`config.mk`:
```
export PLATFORM = sky130hd
export DESIGN_NAME = riscv_fetch_unit
export DESIGN_NICKNAME = d
export VERILOG_FILES = /design/src/rtl/riscv_fetch_unit.sv
export SDC_FILE = /design/constraint.sdc
export NUM_CORES = 1
export LEC_CHECK = 0
export ABC_CLOCK_PERIOD_IN_PS = 8200
export CORE_ASPECT_RATIO = 0.75
export CORE_MARGIN = 4
export CORE_UTILIZATION = 35
export CTS_CLUSTER_SIZE = 10
export DETAILED_ROUTE_END_ITERATION = 6
export PLACE_DENSITY = 0.58
export SETUP_SLACK_MARGIN = 0.4
export SLEW_MARGIN = 20
export SYNTH_ARGS = -nofsm -noshare
export SYNTH_HDL_FRONTEND = slang
export SYNTH_SLANG_ARGS = --single-unit
```
`constraint.sdc`:
```
create_clock -name clk -period 8.2 [get_ports clk]
set_clock_uncertainty 0.05 [all_clocks]
set_input_delay 1.23 -clock clk [delete_from_list [all_inputs] [get_ports clk]]
set_output_delay 1.23 -clock clk [all_outputs]
set_load 0.01 [all_outputs]
```
`src/rtl/riscv_fetch_unit.sv`:
```
// Instruction fetch stage: credit-limited word requests to imem, in-order response FIFO,
// and PC redirect with flush of wrong-path responses that are still in flight.
module riscv_fetch_unit #(
    parameter logic [31:0] RESET_PC    = 32'h0000_0000,
    parameter logic [31:0] TRAP_VECTOR = 32'h0000_0004,
    parameter int unsigned FIFO_DEPTH  = 2
) (
    input  logic        clk,
    input  logic        rst_n,
    input  logic [1:0]  next_pc_sel,
    input  logic [31:0] jump_addr,
    output logic        imem_req,
    output logic [31:0] imem_addr,
    input  logic        imem_gnt,
    input  logic        imem_rvalid,
    input  logic [31:0] imem_rdata,
    output logic        inst_valid,
    input  logic        inst_ready,
    output logic [31:0] inst,
    output logic [31:0] inst_pc
);
    localparam int unsigned AW = (FIFO_DEPTH > 1) ? $clog2(FIFO_DEPTH) : 1;
    localparam int unsigned CW = $clog2(FIFO_DEPTH + 1);
    localparam int unsigned OW = CW + 4;

    logic          r_run;
    logic          r_pend;
    logic          r_wp;
    logic [31:0]   r_fetch_pc;
    logic [31:0]   r_tgt;
    logic [31:0]   r_resp_pc;
    logic [OW-1:0] r_out;
    logic [OW-1:0] r_discard;
    logic [CW-1:0] r_count;
    logic [AW-1:0] r_wptr;
    logic [AW-1:0] r_rptr;
    logic [31:0]   r_fifo_pc   [FIFO_DEPTH];
    logic [31:0]   r_fifo_data [FIFO_DEPTH];

    logic          w_redir;
    logic          w_grant;
    logic          w_rv;
    logic          w_push;
    logic          w_pop;
    logic          w_credit;
    logic [31:0]   w_target;
    logic [OW-1:0] w_live;
    logic [OW-1:0] w_out_n;

    assign inst_valid = (r_count != '0);
    assign inst       = r_fifo_data[r_rptr];
    assign inst_pc    = r_fifo_pc[r_rptr];

    // Live slots = buffered + correct-path in flight; a pop this cycle frees its slot in time.
    always_comb begin
        w_redir   = (next_pc_sel != 2'b00);
        w_target  = next_pc_sel[1] ? TRAP_VECTOR : (jump_addr & ~32'd3);
        w_pop     = inst_valid && inst_ready;
        w_live    = OW'(r_count) + r_out - r_discard;
        w_credit  = (w_live - OW'(w_pop)) < OW'(FIFO_DEPTH);
        imem_req  = r_run && (r_pend || w_credit);
        imem_addr = r_fetch_pc;
        w_grant   = imem_req && imem_gnt;
        w_rv      = imem_rvalid && (r_out != '0);
        w_push    = w_rv && !w_redir && (r_discard == '0);
        w_out_n   = r_out + OW'(w_grant) - OW'(w_rv);
    end

    // Request side; a held request keeps its address and is charged to discard when granted.
    always_ff @(posedge clk or negedge rst_n) begin
        if (!rst_n) begin
            r_run      <= 1'b0;
            r_pend     <= 1'b0;
            r_wp       <= 1'b0;
            r_fetch_pc <= RESET_PC;
            r_tgt      <= RESET_PC;
            r_resp_pc  <= RESET_PC;
            r_out      <= '0;
            r_discard  <= '0;
        end else begin
            r_run  <= 1'b1;
            r_pend <= imem_req && !imem_gnt;
            r_out  <= w_out_n;
            if (w_redir) begin
                r_discard <= w_out_n;
                r_resp_pc <= w_target;
                if (imem_req && !imem_gnt) begin
                    r_tgt <= w_target;
                    r_wp  <= 1'b1;
                end else begin
                    r_fetch_pc <= w_target;
                    r_wp       <= 1'b0;
                end
            end else begin
                r_discard <= r_discard - OW'(w_rv && (r_discard != '0)) + OW'(w_grant && r_wp);
                if (w_push) begin
                    r_resp_pc <= r_resp_pc + 32'd4;
                end
                if (w_grant) begin
                    r_fetch_pc <= r_wp ? r_tgt : r_fetch_pc + 32'd4;
                    r_wp       <= 1'b0;
                end
            end
        end
    end

    // Instruction buffer; a redirect empties it on the following cycle.
    always_ff @(posedge clk or negedge rst_n) begin
        if (!rst_n) begin
            r_count <= '0;
            r_wptr  <= '0;
            r_rptr  <= '0;
            for (int i = 0; i < int'(FIFO_DEPTH); i++) begin
                r_fifo_pc[i]   <= '0;
                r_fifo_data[i] <= '0;
            end
        end else if (w_redir) begin
            r_count <= '0;
            r_wptr  <= '0;
            r_rptr  <= '0;
        end else begin
            if (w_push) begin
                r_fifo_pc[r_wptr]   <= r_resp_pc;
                r_fifo_data[r_wptr] <= imem_rdata;
                r_wptr              <= r_wptr + AW'(1);
            end
            if (w_pop) begin
                r_rptr <= r_rptr + AW'(1);
            end
            r_count <= r_count + CW'(w_push) - CW'(w_pop);
        end
    end
endmodule
```
==> flow_summary.toml <==
[routing]
drc = 0
post_drt_wl_per_cell_um = 19.2
drt_pass1_iterations = 5
vias_per_cell = 5.24
final_antenna_net_count = 0
drt-initial-drc-count = 653
drt-total-wl_mm = 33.6
vias = 9170

[timing]
slew_viol_final = 0
fin_crit_sh = 0.780
setup_viol = 0
finalHoldViolCount = 0
fin_hold_ws_ns = 0.440
fin_crit_ns = 6.39
max_slew_margin = 0.247
fin_setup_tns_ns = 0
tightest_slew_ns = 1.12
timing.fmax_mhz = 156
rsz0062_at_grt = "no"

[pwr]
switching_share = 0.350
comb_power_share = 0.396
p_per_area_nw_per_um2 = 301
leakage_nw = 6.93
pwr-share-seq = 0.354
clkPwrFrac = 0.250
switching_power_mw = 1.61
vdd_drop_max_mv = 0.191
p_int_mw = 2.99

[floorplanning]
dieWidth_um = 226
num_rows = 59
io_pins = 169
dieArea_um2 = 38700
die_y_um = 171
start_util = 0.357
fp.coreArea_um2 = 34800

[critical_path]
r2r-end = "r_discard[5]$_DFF_PN0_"
required_ns = 6.92
cpPeakStageDelay_ns = 0.58
critical_path.top_delay_family = "adder cells"
crit_type = "input port to primary output"
rr_startpoint = "r_count[1]$_DFF_PN0_"
cp.depth = 14
path_common_cell = "fa_1"
path_buf_inv = 3
crit_end = "imem_req"
worst_ep_arrival_time_ns = 5.11
rr_worst_depth = 24
worstPathCellList = "clkdlybuf4s50_1 > nand2_1 > fa_1 > inv_1 > fa_1 > nand2b_1 > fa_1 > nand2b_1 > a21oi_1 > mux2_2 > a211oi_1 > nor2_1 > nor2_1 > clkdlybuf4s50_1"
worstSetupStartpointType = "input port"
worstSetupEndpointType = "primary output"
crit_start = "inst_ready"
path_max_fanout = 3
crit_slowest_cell = "clkdlybuf4s50_1"
worst-r2r-setup-slack_ns = 2.81

[clock_tree]
insertion_delay_ns = 0.55
cts_buffers = 28
htreeDepth = 1
cts_num_sinks = 233
hold_buffers = 0
cts.clk_slew.worst_paths_ns = 0.06
cts.path.max_buffers = 3
cts_setup_buffers = 0
cts_resized = 0
cts_tree = "built"
root_buffer = "clkbuf_16"

[synthesis]
synth_cells = 1145
async_flop_share = 1.00
ys.flop_type = "dfrtp_1"
synth_cell_types = 65
synth-edff-count = 0
yosys_warnings = 0
syn_area_um2 = 12400
synth_seq_area_share = 0.469
syn_avg_cell_area_um2 = 10.9
ys_seq_elements = 233

[cells_and_area]
regArea_um2 = 5830
drive_gt1_frac = 0.206
final_nets = 1390
final_common_cell = "dfrtp_1"
fillers = 3330
instances_no_fill = 1751
diodes = 0
multiInputGateArea_um2 = 6140
syn2layout_area_growth_pct = 22.6
final_cell_mix = "231 x dfrtp_1, 186 x mux2_2, 159 x clkdlybuf4s50_1"

[placement]
dp_hpwl_mm = 22.6
dp_cells = 1711
gp_congestion = 0.806
portBuffers = 162

[grt]
overflow = 0
grt_pass1_vias = 9314
grt_pass1_wl_mm = 53.2
antenna_found_initial = 0
grt_max_degree = 141
gr-usage-all-layers = 0.171

[flow_run]
maxCapViolations = 0

[worst_hold_path]
hp-class = "flop to flop"

[outcome]
status = "completed"
==> metal layers <==
metal | wire, µm | GRT usage | share of wire
met1 | 15700 | 0.250 | 0.47
met4 | 655 | 0.0341 | 0.020
met3 | 1580 | 0.0270 | 0.047
met5 | 0 | 0 | 0
met2 | 15600 | 0.271 | 0.46
==> final cells by class <==
cell class	instances	area share
clock buffer	38	0.0511
clock inverter	2	0.00230
inverter	52	0.0128
multi-input combinational	797	0.402
sequential	233	0.382
tap	457	0.0375
timing repair buffer	172	0.112
==> through the flow <==
step                worst slack, ns  area [µm²]  total power, mW   util
floorplan                      2.61       12500             2.86      -
global placement               1.81       14400             3.42  0.414
detailed placement             1.82       14400             3.46  0.414
CTS                            1.79       15300             4.64  0.438
global route                   1.60       15300             4.93  0.438
finish                         1.81       15300             4.59  0.438
==> power groups by stage <==
stage                     Sequential (mW)  Combinational (mW)  Clock, mW
final                                1.62                1.82       1.15
after global routing                 1.66                2.04       1.23
after CTS                            1.62                1.83       1.19
after detailed placement             1.64                1.82          0
after global placement               1.63                1.79          0
after floorplan                      1.59                1.27          0
==> Yosys cell counts, drive strengths merged, types with 6 or more instances <==
library cell    n  share of area
a21boi         10         0.0060
a21oi          59          0.024
a2bb2oi        25          0.018
buf            26          0.014
clkbuf         40          0.012
dfrtp         233           0.47
fa              6         0.0097
ha             29          0.029
inv            52          0.016
mux2          206           0.19
mux2i          10         0.0080
nand2         118          0.036
nand3          29          0.012
nand4          13         0.0065
nor2           48          0.014
nor3           10         0.0040
nor4            8         0.0045
o21ai          76          0.031
or3             7         0.0035
xnor2          31          0.022
xor2           22          0.015
==> cells by family (layout without fill, tap and decap cells) <==
logic type,after synthesis,count (layout),share of synthesized area
AND/OR/NAND/NOR,264,264,0.0986
flip-flops,233,233,0.469
AO/OA/AOI/OAI,224,224,0.114
multiplexers,216,216,0.200
buffers and inverters,118,264,0.0414
XOR/XNOR,53,53,0.0373
adder cells (fa/ha/maj),35,35,0.0388
other,2,5,0.000604
==> sequential cells by signal, indices dropped and copies added (netlist names), 2 cells and up <==
name	count
r_fifo_data	64
r_fifo_pc	60
imem_addr	30
r_resp_pc	30
r_tgt	30
r_discard	6
r_out	6
r_count	2
==> tightest hold or removal path, cell delays in order (launching register included) <==
cell and delay (ns):
dfrtp_1 0.34, nand2_1 0.05, o21ai_0 0.06
==> worst min path at each step <==
| stage | startpoint | end | slack [ns] | cells after the start |
|---|---|---|---|---|
| final | r_fifo_pc[17]$_DFFE_PN0P_ | r_fifo_pc[17]$_DFFE_PN0P_ | 0.44 | 2 |
| after global placement | r_fifo_pc[18]$_DFFE_PN0P_ | r_fifo_pc[18]$_DFFE_PN0P_ | 0.41 | 2 |
| after floorplan | r_fifo_pc[17]$_DFFE_PN0P_ | r_fifo_pc[17]$_DFFE_PN0P_ | 0.39 | 2 |
| after CTS | r_fifo_pc[17]$_DFFE_PN0P_ | r_fifo_pc[17]$_DFFE_PN0P_ | 0.45 | 2 |
| after global routing | r_fifo_data[10]$_DFFE_PN0P_ | r_fifo_data[10]$_DFFE_PN0P_ | 0.46 | 1 |
| after detailed placement | r_fifo_pc[17]$_DFFE_PN0P_ | r_fifo_pc[17]$_DFFE_PN0P_ | 0.43 | 2 |
Power figures use the tool's default switching activity.
